$ cat src/rtl/seq_divider_pkg.sv
// Shared definitions for the sequential restoring divider.
//   DIV_WIDTH     default operand/result width
//   DIV_CNT_W     default iteration counter width (2**DIV_CNT_W > DIV_WIDTH)
//   div_state_t   controller state encoding
//   DBZ_QUOTIENT  quotient reported for a zero divisor (all ones, default width)
package seq_divider_pkg;

   localparam int unsigned DIV_WIDTH = 16;
   localparam int unsigned DIV_CNT_W = 5;

   typedef enum logic [1:0] {
      IDLE = 2'd0,
      RUN  = 2'd1,
      DONE = 2'd2
   } div_state_t;

   localparam logic [DIV_WIDTH-1:0] DBZ_QUOTIENT = '1;

endpackage

$ cat src/rtl/div_sub_step.sv
// One restoring-division trial subtract, evaluated WIDTH+1 bits wide so the
// top bit is the borrow.
//   shifted  partial remainder after the left shift (WIDTH bits)
//   divisor  latched divisor
//   diff     low WIDTH bits of shifted - divisor
//   borrow   1 when divisor > shifted (trial fails, restore)
module div_sub_step #(
   parameter int unsigned WIDTH = 16
) (
   input  logic [WIDTH-1:0] shifted,
   input  logic [WIDTH-1:0] divisor,
   output logic [WIDTH-1:0] diff,
   output logic             borrow
);

   logic [WIDTH:0] trial;

   assign trial  = {1'b0, shifted} - {1'b0, divisor};
   assign diff   = trial[WIDTH-1:0];
   assign borrow = trial[WIDTH];

endmodule

$ cat src/rtl/seq_divider.sv
// Multi-cycle unsigned restoring divider, one quotient bit per clock.
//   clk, rst      rising-edge clock, asynchronous active-high reset
//   start         request, sampled only in IDLE or DONE
//   dividend      numerator, captured on the accepting edge
//   divisor       denominator, captured on the accepting edge
//   quotient      registered result, held until the next result load
//   remainder     registered result, held until the next result load
//   busy          high while iterating
//   done          one-cycle pulse when results become valid
//   div_by_zero   flag for the last result, valid with done and held after
module seq_divider
   import seq_divider_pkg::*;
#(
   parameter int unsigned WIDTH = DIV_WIDTH,
   parameter int unsigned CNT_W = DIV_CNT_W
) (
   input  logic             clk,
   input  logic             rst,
   input  logic             start,
   input  logic [WIDTH-1:0] dividend,
   input  logic [WIDTH-1:0] divisor,
   output logic [WIDTH-1:0] quotient,
   output logic [WIDTH-1:0] remainder,
   output logic             busy,
   output logic             done,
   output logic             div_by_zero
);

   div_state_t       state;
   logic [CNT_W-1:0] cnt;
   logic [WIDTH-1:0] shreg;     // dividend bits shift out the top, quotient bits in the bottom
   logic [WIDTH-1:0] dvsr;
   // Before the last iteration the partial remainder is below 2**(WIDTH-1)
   // (it never exceeds the dividend bits consumed so far), so its top bit is
   // not stored; only the final step can produce a full-width remainder.
   logic [WIDTH-2:0] prem;

   logic [WIDTH-1:0] shifted;
   logic [WIDTH-1:0] diff;
   logic             borrow;
   logic             qbit;
   logic [WIDTH-1:0] prem_nxt;

   // Trial subtract for the current iteration
   assign shifted  = {prem, shreg[WIDTH-1]};
   assign qbit     = ~borrow;
   assign prem_nxt = borrow ? shifted : diff;

   div_sub_step #(
      .WIDTH (WIDTH)
   ) u_sub_step (
      .shifted (shifted),
      .divisor (dvsr),
      .diff    (diff),
      .borrow  (borrow)
   );

   // Controller, datapath registers and registered outputs
   always_ff @(posedge clk or posedge rst) begin
      if (rst) begin
         state       <= IDLE;
         cnt         <= '0;
         shreg       <= '0;
         dvsr        <= '0;
         prem        <= '0;
         quotient    <= '0;
         remainder   <= '0;
         busy        <= 1'b0;
         done        <= 1'b0;
         div_by_zero <= 1'b0;
      end else begin
         done <= 1'b0;
         unique case (state)
            IDLE, DONE: begin
               if (start) begin
                  if (divisor != '0) begin
                     shreg <= dividend;
                     dvsr  <= divisor;
                     prem  <= '0;
                     cnt   <= CNT_W'(WIDTH - 1);
                     busy  <= 1'b1;
                     state <= RUN;
                  end else begin
                     // Zero divisor: report immediately, no iteration
                     quotient    <= '1;
                     remainder   <= dividend;
                     div_by_zero <= 1'b1;
                     done        <= 1'b1;
                     state       <= DONE;
                  end
               end else begin
                  state <= IDLE;
               end
            end
            RUN: begin
               shreg <= {shreg[WIDTH-2:0], qbit};
               prem  <= prem_nxt[WIDTH-2:0];
               cnt   <= cnt - CNT_W'(1);
               if (cnt == '0) begin
                  quotient    <= {shreg[WIDTH-2:0], qbit};
                  remainder   <= prem_nxt;
                  div_by_zero <= 1'b0;
                  done        <= 1'b1;
                  busy        <= 1'b0;
                  state       <= DONE;
               end
            end
            default: state <= IDLE;
         endcase
      end
   end

endmodule
$ cat config.mk
export PLATFORM = sky130hd
export DESIGN_NAME = seq_divider
export DESIGN_NICKNAME = d
export VERILOG_FILES = /design/src/rtl/seq_divider_pkg.sv /design/src/rtl/div_sub_step.sv /design/src/rtl/seq_divider.sv
export SDC_FILE = /design/constraint.sdc
export NUM_CORES = 1
export LEC_CHECK = 0
export CELL_PAD_IN_SITES_DETAIL_PLACEMENT = 2
export CELL_PAD_IN_SITES_GLOBAL_PLACEMENT = 2
export CORE_UTILIZATION = 40
export CTS_CLUSTER_DIAMETER = 80
export DETAILED_ROUTE_END_ITERATION = 7
export DONT_BUFFER_PORTS = 1
export PLACE_DENSITY_LB_ADDON = 0.1
export SLEW_MARGIN = 20
export SYNTH_ARGS = -nofsm -noshare
export SYNTH_HDL_FRONTEND = slang
export SYNTH_SLANG_ARGS = --single-unit
$ cat constraint.sdc
create_clock -name clk -period 4.05 [get_ports clk]
set_input_delay 0.81 -clock clk [delete_from_list [all_inputs] [get_ports clk]]
set_output_delay 0.81 -clock clk [all_outputs]
set_load 0.005 [all_outputs]
==> results of run 1 <==
-- power breakdown --
group | leakage (nW) | switching (mW) | internal [mW]
Clock | 0.135 | 0.360 | 0.450
Combinational | 1.10 | 1.62 | 1.10
Sequential | 1.07 | 0.346 | 1.31
Total | 2.31 | 2.33 | 2.86
-- per-stage QoR --
| step | instance area [µm²] | worst slack [ns] | std cells |
|---|---|---|---|
| floorplan | 4666 | 0.9331 | 464 |
| global placement | 4830 | 1.051 | 593 |
| detailed placement | 4830 | 1.004 | 593 |
| CTS | 5111 | 0.9526 | 608 |
| global route | 5111 | 0.7557 | 608 |
| finish | 5111 | 0.9672 | 608 |
-- synth_stat cells, types with 2 or more instances --
cell type | count | area [µm²]
clkbuf_1 | 13 | 48.80
a211oi_2 | 2 | 25.02
xor2_1 | 5 | 43.79
o211ai_1 | 2 | 15.01
xnor2_1 | 5 | 43.79
dfrtp_1 | 89 | 2227
nor2b_1 | 3 | 18.77
o21ai_0 | 33 | 165.2
a21boi_0 | 2 | 15.01
mux2i_1 | 19 | 190.2
a2bb2oi_1 | 2 | 17.52
a31oi_1 | 12 | 75.07
nand4_1 | 3 | 18.77
buf_4 | 3 | 22.52
ha_1 | 17 | 212.7
mux2_2 | 15 | 168.9
o31ai_1 | 2 | 15.01
buf_2 | 4 | 20.02
a32o_1 | 3 | 30.03
o21a_1 | 2 | 15.01
a21o_1 | 8 | 60.06
nor4_1 | 5 | 31.28
o22a_1 | 18 | 157.7
nor2_1 | 22 | 82.58
a22oi_1 | 9 | 67.56
nand2b_1 | 10 | 62.56
inv_1 | 25 | 93.84
a21oi_2 | 2 | 17.52
o21ai_1 | 2 | 10.01
nand2_1 | 69 | 259.0
or3_1 | 3 | 18.77
nand3_1 | 2 | 10.01
nor3_1 | 4 | 20.02
and2_1 | 4 | 25.02
a32oi_2 | 2 | 32.53
a211oi_1 | 2 | 15.01
a21oi_1 | 22 | 110.1
-- state kept, by name, indices dropped and copies added (netlist names) --
| signal | flops |
|---|---|
| dvsr | 16 |
| state | 2 |
| remainder | 16 |
| shreg | 16 |
| prem | 15 |
| busy | 1 |
| div_by_zero | 1 |
| cnt | 5 |
| done | 1 |
| quotient | 16 |
-- worst paths after layout --
path	start	end	slack, ns	cells after the start
max in group asynchronous	rst	dvsr[4]$_DFFE_PP0P_	2.87	2
min reg2reg	dvsr[10]$_DFFE_PP0P_	dvsr[10]$_DFFE_PP0P_	0.51	1
min	rst	quotient[12]$_DFFE_PP0P_	0.37	1
max reg2reg	shreg[15]$_DFFE_PP0P_	remainder[6]$_DFFE_PP0P_	0.97	9
max	shreg[15]$_DFFE_PP0P_	remainder[6]$_DFFE_PP0P_	0.97	9
min in group clk	dvsr[10]$_DFFE_PP0P_	dvsr[10]$_DFFE_PP0P_	0.51	1
-- critical path: stages (launching register included) --
cell and delay, ns:
dfrtp_1 0.46, inv_1 0.07, ha_1 0.22, fa_1 0.41, nand2b_1 0.22, a21o_1 0.24, a21oi_2 0.29, o41a_1 0.60
a22oi_1 0.25, a31oi_1 0.23
-- logic make-up (layout without fill, tap and decap cells) --
logic type	after synthesis	after routing
AOI/OAI and AO/OA	136	136
and+or+nand+nor	130	130
DFF	89	89
buffers and inverters	47	48
muxes	34	34
adders and majority gates	18	18
xor gates and xnor gates	10	10
-- layer usage --
layer  part of all wire [%]  up-vias  wire, µm
li1                       -     1654         -
met1                     42     1829      5553
met2                     52       56      6969
met3                    4.3       13       567
met4                    1.7        0       229
met5                      0        -         0
-- layout make-up --
cell class	instances	area, µm²
Clock buffer	12	256.5
Clock inverter	3	25.02
Fill cell	1224	6259
Inverter	25	95.09
Multi-Input combinational cell	328	2243
Sequential cell	89	2227
Tap cell	143	178.9
Timing Repair Buffer	8	85.08
==> summary.txt, run 1 <==
Floorplanning
  – Ports: 70
  – Die Wd: 110 µm
  – Die area: 12100 µm²
  – Row count: 39
  – Die Y: about 110 µm
  – Initial Utilization: 41.04%
  – Core area: 11370 µm²

Logic synthesis
  – Async set-reset flop share out of synthesis: 100.0%
  – Post-synthesis xor/xnor area fraction: 1.877%
  – Gate Count Post-Synth: between 400 and 500
  – Yosys warns: 0
  – Yosys reg bits: 89
  – Syn Nets: 517
  – Main combinational cell family by area after synthesis: compound AO/OA/AOI/OAI gates
  – Avg Synthesized Cell Area: ~10 µm²
  – Most used DFF post-synth: dfrtp_1
  – Number of synthesized flops with an enable pin: 0
  – Adder-Cell Fraction of Synth Area: under 10%
  – Synth cell types: 56
  – Synthesized area: 4666 µm²
  – Proportion of synthesized area in mux cells: around 7.7%
  – Register area share after synthesis: 47.73%
  – Synth Area in Compound Gates: between 20% and 30%
  – Simple-Gate Fraction of Synth Area: 12.79%

STA
  – Slew Limit Fails: 0
  – Period utilisation layout: 76.12%
  – Setup violators final: 0
  – Final hold vios: 0
  – Slew HR: 55.97%
  – Final setup TNS: 0 ns
  – Final Critical Period: slightly above 3 ns
  – Fin Clk Skew: between 0.008 and 0.009 ns
  – Worst Max-Slew Pin Slew: 0.6605 ns
  – RSZ-0062 raised after global routing: no
  – Hold Slack: around 0.37 ns
  – Fmax: 324.4 MHz

Global route
  – Initial antenna violation count: 0
  – First-pass GRT wire length: roughly 21000 µm
  – GR Layer Usage met3: 4.174%
  – Total track usage: 23.74%
  – Met2 usage: between 40% and 50%
  – Vias in the first global route: 3936
  – Met1 GRT Util: 28.58%
  – Global routing's busiest layer: met2
  – Pin count of the biggest net entering global routing: 38
  – GR Overflow Total: 0

Clock tree
  – TritonCTS buffer count: 9
  – Clock transition at path regs: 0.07 ns
  – Clk sinks: just under 90
  – # resized after CTS: 0
  – Hold_buf cts: 0
  – Buffer count from post-CTS setup fixing: 0
  – CTS tree: yes
  – Root Driver: clkbuf_16
  – Clock Tree Buf Depth: 2
  – Worst-Skew Late Latency: 0.35 ns
  – Htree depth: 3

Drt
  – WL/cell: 21.91 µm
  – Vias: 3552
  – Final WL: 13320 µm
  – DRC viols: 0
  – DR vias/cell: 5.842
  – Initial DRC count: 115
  – Post-DRT Antenna Nets: 0
  – DR pass1 iterations: 4

Outcome
  – Outcome: finished clean

Critical path
  – CP Class: reg -> reg
  – Nature of the critical path endpoint: flop
  – WP data required: 4.32 ns
  – Arrival time at the worst endpoint: roughly 3.4 ns
  – Startpoint types: flop
  – Max FO, Critical Path: 13

Layout
  – Ant diodes: 0
  – Post-layout util: between 40% and 50%
  – Leading cell type in the layout, fill and taps excluded: dfrtp_1
  – Nets: 514
  – Most frequent cells in the layout: dfrtp_1 (89), nand2_1 (68), o21ai_0 (33), inv_1 (24)
  – Area growth, synth to finish: 9.547%
  – Proportion of layout cells with a drive suffix above 1: 11.18%

Power and ir drop
  – Power Total: 5.189 mW
  – Peak supply drop: around 0.00042 V
  – Pleak: 2.305 nW
  – Pwr Density: 1015 nW/µm²

Worst hold path
  – Hold Crit Class: in -> async

Place
  – Gpl congestion: 0.7878
  – Port bufs: 0
  – Hpwl dp: 9630 µm

Job
  – Max cap viols: 0
No activity file was read; power rests on OpenSTA's default activity.
==> inputs of run 2 (changes only) <==
--- a/config.mk
+++ b/config.mk
@@ -5,9 +5,10 @@
 export SDC_FILE = /design/constraint.sdc
 export NUM_CORES = 1
 export LEC_CHECK = 0
+export ABC_AREA = 1
 export CELL_PAD_IN_SITES_DETAIL_PLACEMENT = 2
 export CELL_PAD_IN_SITES_GLOBAL_PLACEMENT = 2
-export CORE_UTILIZATION = 40
+export CORE_UTILIZATION = 36
 export CTS_CLUSTER_DIAMETER = 80
 export DETAILED_ROUTE_END_ITERATION = 7
 export DONT_BUFFER_PORTS = 1
==> constraint.sdc (replaced) <==
create_clock -name clk -period 3.1 [get_ports clk]
set_input_delay 0.62 -clock clk [delete_from_list [all_inputs] [get_ports clk]]
set_output_delay 0.62 -clock clk [all_outputs]
set_load 0.005 [all_outputs]
==> run 2 against run 1 <==
  * Register-to-register slack worse by 0.34 ns
  * Critical path depth is 5 higher
  * Worst hold slack worse by 0.12 ns
  * Combinational power is 41% higher
  * Clock power is 54% higher
  * Count of clock-buffer cells in the layout is 1 lower
==> summary.txt, run 2 <==
Outcome
  – Outcome: finished clean

Logic synthesis
  – Gate Count Post-Synth: 684 (+47%)
  – Yosys reg bits: 89 (unchanged)
  – Yosys warns: 0 (unchanged)
  – Most frequent cell after synthesis: nand2_1
  – Share of the synthesized area in the top cell type: 44.62% (-3.1 points)
  – Synth area leader: dfrtp_1
  – Number of synthesized flops with an enable pin: 0 (unchanged)
  – Register area share after synthesis: 44.62% (-3.1 points)
  – Synth top area cells: dfrtp_1 (45%), nand2_1 (15%), inv_1 (9.4%), nand3_1 (5.3%), o21ai_0 (5.1%)
  – Most used DFF post-synth: dfrtp_1
  – Synth Area in Compound Gates: 8.498% (-12 points)
  – Syn Nets: 737 (+43%)
  – Avg Synthesized Cell Area: 7.297 µm² (-27%)
  – Synthesized area: 4991 µm² (+7.0%)
  – Simple-Gate Fraction of Synth Area: 29.41% (+17 points)
  – Proportion of synthesized area in mux cells: 0% (-7.7 points)
  – Main combinational cell family by area after synthesis: simple AND/OR/NAND/NOR gates
  – Async set-reset flop share out of synthesis: 100.0% (unchanged)
  – Synth cell types: 31 (-45%)
  – Adder-Cell Fraction of Synth Area: 4.663% (-0.33 points)
  – Most frequent cells after synthesis: nand2_1 (202), inv_1 (125), dfrtp_1 (89)
  – Post-synthesis xor/xnor area fraction: 1.228% (-0.65 points)

Clock tree
  – # resized after CTS: 0 (unchanged)
  – CTS tree: yes
  – Root Driver: clkbuf_16
  – Clk sinks: 89 (unchanged)
  – Htree depth: 3 (unchanged)
  – Hold_buf cts: 0 (unchanged)
  – Worst-Skew Late Latency: 0.35 ns (about the same)
  – Clock transition at path regs: 0.07 ns (about the same)
  – Buffer count from post-CTS setup fixing: 0 (unchanged)
  – Clock Tree Buf Depth: 2 (unchanged)
  – TritonCTS buffer count: 9 (unchanged)

Worst hold path
  – Hold Crit Class: in -> async

Critical path
  – Max FO, Critical Path: 17 (+4)
  – Critical R2R Capture: remainder[5]$_DFFE_PP0P_
  – WP data required: 3.39 ns (-0.93 ns)
  – Worst path most repeated cell: nand2_1
  – Launch point of the worst reg-to-reg path: shreg[15]$_DFFE_PP0P_
  – Max incr delay on CP: 0.43 ns (-0.17 ns)
  – Arrival time at the worst endpoint: 2.77 ns (-0.58 ns)
  – Flop2flop setup slack: 0.62 ns (-0.34 ns)
  – Startpoint types: flop
  – Nature of the critical path endpoint: flop
  – Cell chain of the critical path: inv_1 -> ha_1 -> fa_1 -> inv_1 -> nand2_1 -> nand2_1 -> nand3_1 -> nand2_2 -> nand2_2 -> a21oi_4 -> nand2_1 -> nand3b_1 -> nand2_1 -> inv_1
  – FF-to-FF path depth: 14 (+5)
  – Slowest CP cell: a21oi_4
  – CP Class: reg -> reg

Drt
  – Initial DRC count: 220 (+91%)
  – Post-DRT Antenna Nets: 0 (unchanged)
  – DRC viols: 0 (unchanged)
  – DR pass1 iterations: 4 (unchanged)
  – DR vias/cell: 5.065 (-13%)
  – WL/cell: 18.42 µm (-16%)
  – Vias: 4361 (+23%)
  – Final WL: 15860 µm (+19%)

STA
  – Hold Slack: 0.2543 ns (-0.1156 ns)
  – Period utilisation layout: 79.88% (+3.8 points)
  – Setup violators final: 0 (unchanged)
  – Slew HR: 51.46% (-4.5 points)
  – Slew Limit Fails: 0 (unchanged)
  – Final hold vios: 0 (unchanged)
  – Final Critical Period: 2.476 ns (-0.6066 ns)
  – Worst Max-Slew Pin Slew: 0.7272 ns (+0.06674 ns)
  – Fin Clk Skew: 0.01359 ns (+0.005120 ns)
  – RSZ-0062 raised after global routing: no
  – Final setup TNS: 0 ns (unchanged)
  – Fmax: 403.8 MHz (+24%)

Global route
  – Met2 usage: 42.92% (+0.73 points)
  – First-pass GRT wire length: 25710 µm (+22%)
  – Vias in the first global route: 4955 (+26%)
  – Global routing's busiest layer: met2
  – GR Overflow Total: 0 (unchanged)
  – Met1 GRT Util: 28.12% (-0.46 points)
  – Pin count of the biggest net entering global routing: 56 (+47%)
  – GR Layer Usage met3: 4.563% (+0.39 points)
  – Initial antenna violation count: 0 (unchanged)
  – Total track usage: 23.63% (-0.11 points)

Floorplanning
  – Die Wd: 119.7 µm (+8.9%)
  – Row count: 42 (+7.7%)
  – Die area: 14340 µm² (+19%)
  – Initial Utilization: 37.25% (-3.8 points)
  – Core area: 13400 µm² (+18%)
  – Ports: 70 (unchanged)
  – Die Y: 119.7 µm (+8.9%)

Layout
  – Nets: 733 (+43%)
  – Most frequent cells in the layout: nand2_1 (202), inv_1 (124), dfrtp_1 (89), nand3_1 (53), o21ai_0 (51)
  – Final non-filler cell area: 5503 µm² (+7.7%)
  – Ant diodes: 0 (unchanged)
  – Area growth, synth to finish: 10.25%
  – Leading cell type in the layout, fill and taps excluded: nand2_1
  – Proportion of layout cells with a drive suffix above 1: 6.423% (-4.8 points)

Job
  – Max cap viols: 0 (unchanged)

Power and ir drop
  – Peak supply drop: 0.0005133 V (+23%)
  – Pleak: 2.916 nW (+27%)
  – Pwr Density: 1304 nW/µm² (+28%)

Place
  – Port bufs: 0 (unchanged)
  – Hpwl dp: 12000 µm (+25%)
  – Dpl cell area: 5165 µm² (+6.9%)
  – Gpl congestion: 0.8401 (+6.6%)
==> run 2: cell count changes after synthesis, sizes merged, moves of 11 or more <==
cell,before,now
nand3,2,53
or2,0,17
nand2b,11,0
inv,25,126
o22a,18,0
nor2,22,44
mux2i,19,0
mux2,15,0
nand2,69,204
o21ai,36,52
a31oi,12,0
==> run 2: area by class of cell <==
type	instances	area, µm²
Clock buffer	11	252.7
Clock inverter	5	85.08
Fill cell	1616	7898
Inverter	128	481.7
Multi-Input combinational cell	447	2186
Sequential cell	89	2227
Tap cell	176	220.2
Timing Repair Buffer	5	50.05
==> run 2: routing by layer <==
| layer | share of wire, % | wire, µm | vias to the layer above |
|---|---|---|---|
| met5 | 0 | 0 | - |
| met4 | 1.6 | 250 | 0 |
| met3 | 2.7 | 434 | 15 |
| met2 | 53 | 8356 | 50 |
| met1 | 43 | 6820 | 2204 |
| li1 | - | - | 2092 |
==> run 2: cells by family after synthesis <==
family	count (synthesis)
adder cells (fa/ha/maj)	18
AO/OA/AOI/OAI	81
XOR/XNOR	7
buffers and inverters	148
AND/OR/NAND/NOR	341
flip-flops	89
==> run 2: worst max-delay path by stage <==
stage,from,to,slack [ns],depth (start not counted)
floorplan,rst,busy$_DFFE_PP0P_,0.17,1
global placement,divisor[15],remainder[11]$_DFFE_PP0P_,0.69,10
detailed placement,shreg[15]$_DFFE_PP0P_,remainder[5]$_DFFE_PP0P_,0.63,14
CTS,shreg[15]$_DFFE_PP0P_,remainder[5]$_DFFE_PP0P_,0.60,14
global route,shreg[15]$_DFFE_PP0P_,remainder[5]$_DFFE_PP0P_,0.45,14
finish,shreg[15]$_DFFE_PP0P_,remainder[5]$_DFFE_PP0P_,0.62,14
==> run 2: through the flow <==
stage                     setup slack (ns)  cells  utilization (%)  power (mW)
after floorplan                     0.1731    684                -       4.835
after global placement              0.6867    845            38.54       5.758
after detailed placement            0.6303    845            38.54       5.987
after CTS                           0.5999    861            41.06       7.299
after global routing                0.4482    861            41.06       7.856
final                               0.6238    861            41.06       7.176
==> run 2: where the power goes <==
group | switching [mW] | internal [mW] | leakage, nW
Sequential | 0.390 | 1.71 | 1.05
Clock | 0.495 | 0.757 | 0.163
Combinational | 2.59 | 1.24 | 1.71
Total | 3.47 | 3.70 | 2.92
==> run 2: critical path, delay by kind of cell (launching register included) <==
kind / cells / cell delay, ns
simple gates: 8 / 0.83
fa+ha+maj: 2 / 0.64
compound gates: 1 / 0.43
flops: 1 / 0.34
buf+inv: 3 / 0.19
